**config.mk**
```make
export PLATFORM = sky130hd
export DESIGN_NAME = wb_stage
export DESIGN_NICKNAME = d
export VERILOG_FILES = /design/src/rtl/wb_stage.sv
export SDC_FILE = /design/constraint.sdc
export NUM_CORES = 1
export LEC_CHECK = 0
export CAP_MARGIN = 10
export CORE_MARGIN = 2
export CORE_UTILIZATION = 43
export CTS_CLUSTER_SIZE = 12
export DETAILED_ROUTE_END_ITERATION = 10
export DONT_BUFFER_PORTS = 1
export MAX_ROUTING_LAYER = met4
export PLACE_DENSITY_LB_ADDON = 0.1
export SLEW_MARGIN = 20
export SYNTH_ARGS = -nofsm -noshare
export SYNTH_HDL_FRONTEND = slang
export SYNTH_SLANG_ARGS = --single-unit
```
**constraint.sdc**
```tcl
create_clock -name clk -period 6.1 [get_ports clk]
set_clock_uncertainty 0.1 [all_clocks]
set_input_delay 1.525 -clock clk [delete_from_list [all_inputs] [get_ports clk]]
set_output_delay 1.525 -clock clk [all_outputs]
set_load 0.02 [all_outputs]
```
**src/rtl/wb_stage.sv**
```systemverilog
// MEM/WB pipeline register and write-back formatter: sub-word load extraction,
// misaligned-load detection, register-file write port and retired-instruction counter.
module wb_stage (
    input  logic        clk,
    input  logic        rst,
    input  logic        stall,
    input  logic        flush,
    input  logic        mem_valid,
    input  logic        mem_wt,
    input  logic [4:0]  mem_wt_addr,
    input  logic [31:0] mem_alu_result,
    input  logic [31:0] mem_rdata,
    input  logic [2:0]  mem_load_type,
    output logic        wt,
    output logic [4:0]  reg_wt_addr,
    output logic [31:0] Data_in,
    output logic        fwd_valid,
    output logic        ade_l,
    output logic [31:0] bad_vaddr,
    output logic [31:0] instret
);

    typedef enum logic [2:0] {
        LT_NONE = 3'd0,
        LT_LB   = 3'd1,
        LT_LBU  = 3'd2,
        LT_LH   = 3'd3,
        LT_LHU  = 3'd4,
        LT_LW   = 3'd5,
        LT_RSV6 = 3'd6,
        LT_RSV7 = 3'd7
    } load_e;

    load_e       ld_type;
    logic [1:0]  off;
    logic [7:0]  byte_sel;
    logic [15:0] half_sel;
    logic [31:0] data_d;
    logic        misal_d;
    logic        retire;
    logic [31:0] instret_d;

    logic        valid_q;
    logic        wt_req_q;
    logic [4:0]  addr_q;
    logic [31:0] data_q;
    logic        misal_q;
    logic [31:0] vaddr_q;
    logic [31:0] instret_q;

    assign ld_type = load_e'(mem_load_type);
    assign off     = mem_alu_result[1:0];

    // Big-endian lanes: offset 0 addresses the most significant byte.
    always_comb begin
        byte_sel = '0;
        case (off)
            2'd0: byte_sel = mem_rdata[31:24];
            2'd1: byte_sel = mem_rdata[23:16];
            2'd2: byte_sel = mem_rdata[15:8];
            2'd3: byte_sel = mem_rdata[7:0];
            default: byte_sel = '0;
        endcase
        half_sel = off[1] ? mem_rdata[15:0] : mem_rdata[31:16];
    end

    always_comb begin
        data_d  = mem_alu_result;
        misal_d = 1'b0;
        case (ld_type)
            LT_LB:  data_d = {{24{byte_sel[7]}}, byte_sel};
            LT_LBU: data_d = {24'd0, byte_sel};
            LT_LH: begin
                data_d  = {{16{half_sel[15]}}, half_sel};
                misal_d = off[0];
            end
            LT_LHU: begin
                data_d  = {16'd0, half_sel};
                misal_d = off[0];
            end
            LT_LW: begin
                data_d  = mem_rdata;
                misal_d = (off != 2'd0);
            end
            default: data_d = mem_alu_result;
        endcase
    end

    assign retire    = !flush && !stall && mem_valid && !misal_d;
    assign instret_d = retire ? instret_q + 32'd1 : instret_q;

    always_ff @(posedge clk or negedge rst) begin
        if (!rst) begin
            valid_q   <= 1'b0;
            wt_req_q  <= 1'b0;
            addr_q    <= '0;
            data_q    <= '0;
            misal_q   <= 1'b0;
            vaddr_q   <= '0;
            instret_q <= '0;
        end else begin
            if (flush) begin
                valid_q <= 1'b0;
            end else if (!stall) begin
                valid_q  <= mem_valid;
                wt_req_q <= mem_wt;
                addr_q   <= mem_wt_addr;
                data_q   <= data_d;
                misal_q  <= misal_d;
                vaddr_q  <= mem_alu_result;
            end
            instret_q <= instret_d;
        end
    end

    assign wt          = valid_q && wt_req_q && (addr_q != 5'd0) && !misal_q;
    assign fwd_valid   = wt;
    assign reg_wt_addr = addr_q;
    assign Data_in     = data_q;
    assign ade_l       = valid_q && misal_q;
    assign bad_vaddr   = vaddr_q;
    assign instret     = instret_q;

endmodule
```
==> impl_metrics.toml <==
[status]
status = "finished clean"

[route]
ant_nets = 0
dr.first_iter.drc_count = 309
drc = 0
drt_wl_total_um = 15100
met2_length_um = 6890
wl_met1_um = 6350
via_count = 4266
dr_wl_met3_um = 1480
vias_per_cell = 5.78
top_layer = "met4"
wl_per_cell_um = 20.4
first_pass_iters = 5

[synthesis]
synth_most_common_cell = "nand2_1"
yosysWarnings = 0
synthFlopType = "dfrtp_1"
syn_area_per_cell_um2 = 9.04
synth_top_area_share = 0.490
synth_edf_count = 0
synthDistinctLibCells = 45
synth.area.top_cells = "dfrtp_1, nand2_1, mux4_2, xnor2_1, mux2i_1"
synth_seq_cells = 104
synth_area_um2 = 5310
netlist_instances = 588
async_reset_ff_frac = 1.00
yosysTopAreaCell = "dfrtp_1"
synth_nets = 667
yosysSeqAreaShare = 0.490
yosys-top-cells-count = "nand2_1, dfrtp_1, o21ai_0"

[timing]
slew_headroom = 0.323
hold_viol_final = 0
setup_viol = 0
setup_ws_ns = 2.76
fmax_mhz = 299
worstMarginPinSlew_ns = 1.01
maxSlewViolCount = 0
min_period_ns = 3.34
rsz0062_at_grt = "false"
min_period_over_period = 0.548
finalHoldWorstSlack_ns = 0.382
tns_ns = 0

[min_path]
holdPathStages = 2
min_path_type = "flip-flop to flip-flop"

[clocking]
cts_sinks = 104
max-clock-path-buffers = 2
clkTransAtPathRegs_ns = 0.07
holdBufCountCts = 0
cts_root_buf = "clkbuf_16"
cts_buffers = 9
h-tree-depth = 3
cts_resized = 0
clk_latency_ns = 0.35
post_cts_buffers = 0
cts_tree = "done"

[floorplan]
die_area_um2 = 13300
die_w_um = 115
row_count = 40
core-area_um2 = 12100
die_h_um = 115
start_util = 0.441
io_pins = 182

[global_routing]
grt-ovfl-total = 0
grt_max_degree = 105
grt_antenna_before_repair = 0
grt_pass1_vias = 4089
grt_first_pass_wirelength_um = 23100
grt_usage = 0.236

[place]
dp_hpwl_um = 10800
pre_cts_slack_ns = 2.60
port_buffers = 0
gp_congestion = 0.890

[finish]
fin_util = 0.472
nets = 645
fill_cells = 1179
antenna_cells = 0
syn2layout_area_growth_pct = 7.09
multi_input_area_um2 = 2550
regArea_um2 = 2600
drive_above_1_share = 0.0614

[setup_path]
cp-start-kind = "flip-flop"
critPathCaptureType = "output pin"
arrival_ns = 1.72
critPathMaxFanout = 3
r2r_cells = 5
critPathKind = "flip-flop to output pin"
cp.required_ns = 4.47

[power_and_ir_drop]
p_leak_nw = 2.58
vdd_drop_max_uv = 121
total_power_w = 0.00165
power_density_nw_per_um2 = 289

[flow_run]
maxCapViolations = 0
[cells by family (layout without fill, tap and decap cells)]
group / count (synthesis) / in the layout / synth area share
xor+xnor: 32 / 32 / 0.0527
mux: 25 / 25 / 0.0664
buf+inv: 46 / 28 / 0.0341
fa+ha+maj: 1 / 1 / 0.00235
flops: 104 / 104 / 0.490
compound gates: 109 / 109 / 0.129
simple gates: 271 / 271 / 0.226
[final timing paths]
| kind | start | end | slack, ns |
|---|---|---|---|
| min in group asynchronous | rst | instret[25] | 0.76 |
| worst max register to register | instret[17] | instret[31] | 3.78 |
| worst max-delay path | reg_wt_addr[0] | wt | 2.76 |
| max in group asynchronous | rst | Data_in[8] | 5.01 |
| worst min register to register | wt_req_q | wt_req_q | 0.38 |
| worst min-delay path | wt_req_q | wt_req_q | 0.38 |
[layer usage]
metal / up-vias / track usage
met4: 0 / 0.0827
met1: 2069 / 0.301
met5: - / -
li1: 1999 / -
met3: 28 / 0.0833
met2: 170 / 0.348
[sequential cells by signal, summed over array words and instances, names as in the netlist]
| register | cells |
|---|---|
| instret | 32 |
| misal_q | 1 |
| reg_wt_addr | 5 |
| Data_in | 32 |
| bad_vaddr | 32 |
| valid_q | 1 |
| wt_req_q | 1 |
[cells in the final DEF (no fill, tap or decap), drive strengths merged, types with 7 or more instances in the layout]
master    n
a21oi    26
a22oi     8
and3      9
clkbuf   11
dfrtp   104
inv      10
mux2i    15
mux4      8
nand2   175
nand3     8
nand4     8
nor2     29
nor3      9
o21ai    30
o221ai    7
o22ai    19
o32ai     7
or3      16
xnor2    18
xor2     14
[final cells by class]
| type | count | share of cell area |
|---|---|---|
| clock buffer | 11 | 0.0409 |
| tap | 168 | 0.0369 |
| multi-input combinational | 438 | 0.449 |
| inverter | 10 | 0.00660 |
| sequential | 104 | 0.457 |
| clock inverter | 4 | 0.00550 |
| timing repair buffer | 3 | 0.00396 |
[power breakdown]
group          switching (W)  internal, W
sequential          0.000177     0.000771
clock               0.000251     0.000277
combinational      0.0000915    0.0000788
[worst max-delay path: stages, from the launching register on]
cell	delay [ns]
dfrtp_1	0.47
or4_1	0.54
nor2_1	0.12
nor3_1	0.06
buf_4	0.18
[stage by stage]
step                      std cells  cell area (um2)
after floorplan                 588             5310
after global placement          723             5410
after detailed placement        723             5410
after CTS                       738             5680
after global routing            738             5690
final                           738             5690
(Power assumes the default switching activity.)
==> RTL change 1: new RTL, config.mk and constraints unchanged <==
Reset style: synchronous (`rst`), changed in one clocked block.
--- a/src/rtl/wb_stage.sv
+++ b/src/rtl/wb_stage.sv
@@ -90,5 +90,5 @@
     assign instret_d = retire ? instret_q + 32'd1 : instret_q;
 
-    always_ff @(posedge clk or negedge rst) begin
+    always_ff @(posedge clk) begin
         if (!rst) begin
             valid_q   <= 1'b0;
Formal check against the unedited RTL: differs if rst is asserted again (counterexample within 4 cycles, from zero or initial values and one cycle with rst low); with rst held inactive, the same outputs for 10 cycles.
==> RTL change 1 against the unedited design <==
- routed wire length is 2.3% lower
- sequential cell count stayed put
- total power is 14% lower
- non-clock buffer count stayed put
- cell area is 9.0% lower
- critical path depth is 1 higher
- highest routed layer unchanged
- worst setup slack worse by 230 ps
- area after synthesis is 8.4% lower
==> RTL change 1: results (changes against the unedited design) <==
| Metric | Value |
|---|---|
| Slew HR | 30.8% (-1.5 points) |
| Complex-gate fraction of the synthesized area | 24.9% (+12 points) |
| Dpl cells | 713 (-1.4%) |
| Layout cells sized above 1 | 5.27% (-0.87 points) |
| Worst min-delay path class | flop to flop |
| Syn Area/Cell | 7.93 um2 (-12%) |
| CP arrival | 3680 ps (+1960 ps) |
| Max IR drop VDD | 0.000166 V (+37%) |
| Synth cell count leaders | 104 x dfxtp_1, 103 x nand2_1, 90 x a21oi_1 |
| Post-synthesis mux area share | 2.52% (-4.1 points) |
| CP startpoint | stall |
| Initial antenna violation count | 0 (unchanged) |
| Placed Instance Area | 0.00490 mm2 (-9.5%) |
| Grt met3 use | 8.18% (-0.15 points) |
| HP Start | wt_req_q |
| Overflow after GRT | 0 (unchanged) |
| Achievable frequency | 280 MHz (-6.3%) |
| Mapped Nets | 693 (+3.9%) |
| DP Wirelength | 10.5 mm (-2.4%) |
| Sequential element share of the synthesized area | 42.8% (-6.2 points) |
| Crit end category | flop |
| Largest net degree at the start of global routing | 72 (-31%) |
| Reg2Reg Setup Slack | 3860 ps (+80 ps) |
| Vias in the first global route | 4,028 (-1.5%) |
| Lkg Pwr | 1.72 nW (-33%) |
| Status | finished clean |
| Synth area leaders | dfxtp_1 43%, a21oi_1 9.2%, nand2_1 7.9%, o221ai_1 5.4%, nor2_1 3.8% |
| Worst Hold Path EP | wt_req_q |
| Total CTS buffers | 9 (unchanged) |
| Final Non-Filler Cells | 728 (-1.4%) |
| Final WL | 14.7 mm (-2.3%) |
| Post CTS Setup Buffer Count | 0 (unchanged) |
| Setup slack at placement | 2160 ps (-444 ps) |
| WHS | 361 ps (-20.7 ps) |
| Gpl congestion | 0.854 (-4.1%) |
| Cts repair resizes | 0 (unchanged) |
| Setup crit end | Data_in[6] |
| R2R Path End | instret[31] |
| Worst r2r src | instret[4] |
| Synth Area in XOR/XNOR | 2.52% (-2.8 points) |
| Total vias in the final route | 4,510 (+5.7%) |
| Initial DRC Count | 430 (+39%) |
| GRT Total Usage | 24.0% (+0.42 points) |
| Met2 Use GR | 32.8% (-2.0 points) |
| Crit Path Max Fanout | 55 (+52) |
| Layout Nets | 663 (+2.8%) |
| Post-synth ARST share | 0% (-100 points) |
| Ys flop type | dfxtp_1 |
| Met1 Use GR | 32.9% (+2.8 points) |
| Worst skew pair latency | 350 ps (about the same) |
| First-pass GRT wire length | 22.9 mm (-0.48%) |
| Distinct cells, synth | 55 (+22%) |
| Adder-Cell Fraction of Synth Area | 0.257% (+0.021 points) |
-- RTL change 1: cell count changes after synthesis, sizes merged, moves of 13 or more --
cell and change:
o221ai +23, dfxtp +104, a211oi +13, nor2 +20
nand2 -72, o22ai -18, a21oi +64, dfrtp -104
-- RTL change 1: cell type report --
class	count	area [um2]
clock inverters	3	17.5
fillers	1116	5760
flip-flops and latches	104	2080
well taps	140	175
inverters	9	33.8
repair buffers	3	22.5
clock buffers	12	256
multi-input cells	457	2590
-- RTL change 1: worst max-delay path: stages --
cell       delay (ps)
nor2_4            400
buf_4             570
nand2_1           300
a2111oi_0         800
nor2_1             60
-- RTL change 1: routing by layer --
metal / vias up / share of wire, %
li1: 2172 / -
met1: 2121 / 45
met2: 195 / 42
met3: 22 / 10
met4: 0 / 1.9
met5: - / 0
-- RTL change 1: report_power, final --
part           total (mW)  switching (mW)  internal (mW)
Sequential          0.761          0.0537          0.707
Combinational       0.113          0.0706         0.0422
Clock               0.541           0.245          0.296
Total                1.41           0.370           1.04
==> RTL change 2: new RTL, same settings <==
Without the edit above. Take the reset off `instret_q` and load it in a clocked block of its own.
--- a/src/rtl/wb_stage.sv
+++ b/src/rtl/wb_stage.sv
@@ -98,5 +98,4 @@
             misal_q   <= 1'b0;
             vaddr_q   <= '0;
-            instret_q <= '0;
         end else begin
             if (flush) begin
@@ -110,6 +109,9 @@
                 vaddr_q  <= mem_alu_result;
             end
-            instret_q <= instret_d;
         end
+    end
+
+    always_ff @(posedge clk) begin
+        instret_q <= instret_d;
     end
 
Behaviour: not the same (a bounded check fails within 4 cycles, from zero or initial values and one cycle with rst low).
==> RTL change 2 against the unedited design <==
- routed wire length grew 9.3%
- utilization shrank 1.1 points
- area after synthesis grew 7.7%
- cell area grew 6.3%
- critical path depth shrank 1
- global-route usage grew 0.76 points
- critical path type unchanged
- register-to-register slack is essentially flat
- sequential share of layout area shrank 0.067 points
- worst setup slack gained 85 ps
- total power grew 1.2%
- via count grew 5.8%
- first-iteration DRC count grew 28%
- sequential cell count is the same
==> RTL change 2: results (changes against the unedited design) <==
| Metric | Value |
|---|---|
| Reg power frac | 56.8% (-0.8 points) |
| Reg2Reg Setup Slack | 3770 ps (about the same) |
| Setup slack at placement | 2420 ps (-178 ps) |
| CP peak stage delay | 560 ps (+20 ps) |
| Sequential element share of the synthesized area | 48.3% (-0.68 points) |
| DP Wirelength | 11.6 mm (+7.4%) |
| Max IR drop VDD | 0.000146 V (+21%) |
| Placed Instance Area | 0.00576 mm2 (+6.4%) |
| Worst r2r src | instret[2] |
| CP arrival | 1630 ps (-90 ps) |
| Synth cell count leaders | 157 x nand2_1, 72 x dfrtp_1, 39 x nor2_1 |
| Routed WL per cell | 21.7 um (+6.0%) |
| R2R Path End | instret[29] |
| EDFF count, synth | 32 (+32) |
| Layout Nets | 659 (+2.2%) |
| First-pass GRT wire length | 26.2 mm (+14%) |
| Sw Ratio | 30.6% (-0.95 points) |
| Gpl congestion | 0.859 (-3.5%) |
| Mapped Nets | 691 (+3.6%) |
| Slew @ Worst Pin | 1080 ps (+66.1 ps) |
| Layout cells sized above 1 | 7.69% (+1.6 points) |
| Status | finished clean |
| Distinct cells, synth | 50 (+11%) |
| Lkg Pwr | 2.43 nW (-5.8%) |
| Power Clock | 550 uW (+4.2%) |
| Synth area leaders | dfrtp_1 31%, edfxtp_1 17%, nand2_1 10%, xnor2_1 3.8%, a32oi_1 3.7% |
## RTL change 2: kinds of logic after synthesis
family,synth area share [%]
flops,48.3
xor+xnor,4.59
fa+ha+maj,0.219
compound gates,12.8
mux,6.15
simple gates,23.8
buf+inv,4.18
## RTL change 2: layer usage
metal  track usage [%]  vias up  wire (um)
li1                  -     2103          -
met4              8.82        0        357
met3              7.23       22       1520
met2              38.8      176       8010
met1              29.5     2211       6590
met5                 -        -          0
## RTL change 2: through the flow
stage,cells,power (mW),hold slack [ps],utilization [%]
detailed placement,745,1.13,372,43.8
global placement,745,1.13,364,43.8
floorplan,612,1.09,346,-
CTS,761,1.69,388,45.9
finish,761,1.67,383,46.0
global route,761,1.75,434,46.0
## RTL change 2: worst max-delay path by stage
stage                            startpoint          end  slack [ps]  cells after the start
after floorplan           mem_alu_result[1]   instret[0]        2370                      7
after global placement                flush  Data_in[20]        2460                      4
after detailed placement              flush  Data_in[20]        2420                      4
after CTS                    reg_wt_addr[0]           wt        2490                      3
final                        reg_wt_addr[0]    fwd_valid        2840                      3
after global routing         reg_wt_addr[0]    fwd_valid        2790                      3
## RTL change 2: worst register-to-register path: stages, from the launching register on
cell	delay, ps
edfxtp_1	590
nand4_1	320
nor4_4	720
nand4_1	200
xnor2_1	160
## RTL change 2: cell type report
| type | instances | share of cell area [%] |
|---|---|---|
| Clock inverter | 5 | 0.496 |
| Tap cell | 176 | 3.64 |
| Timing Repair Buffer | 2 | 0.248 |
| Sequential cell | 104 | 45.7 |
| Multi-Input combinational cell | 455 | 45.4 |
| Inverter | 8 | 0.496 |
| Clock buffer | 11 | 4.01 |
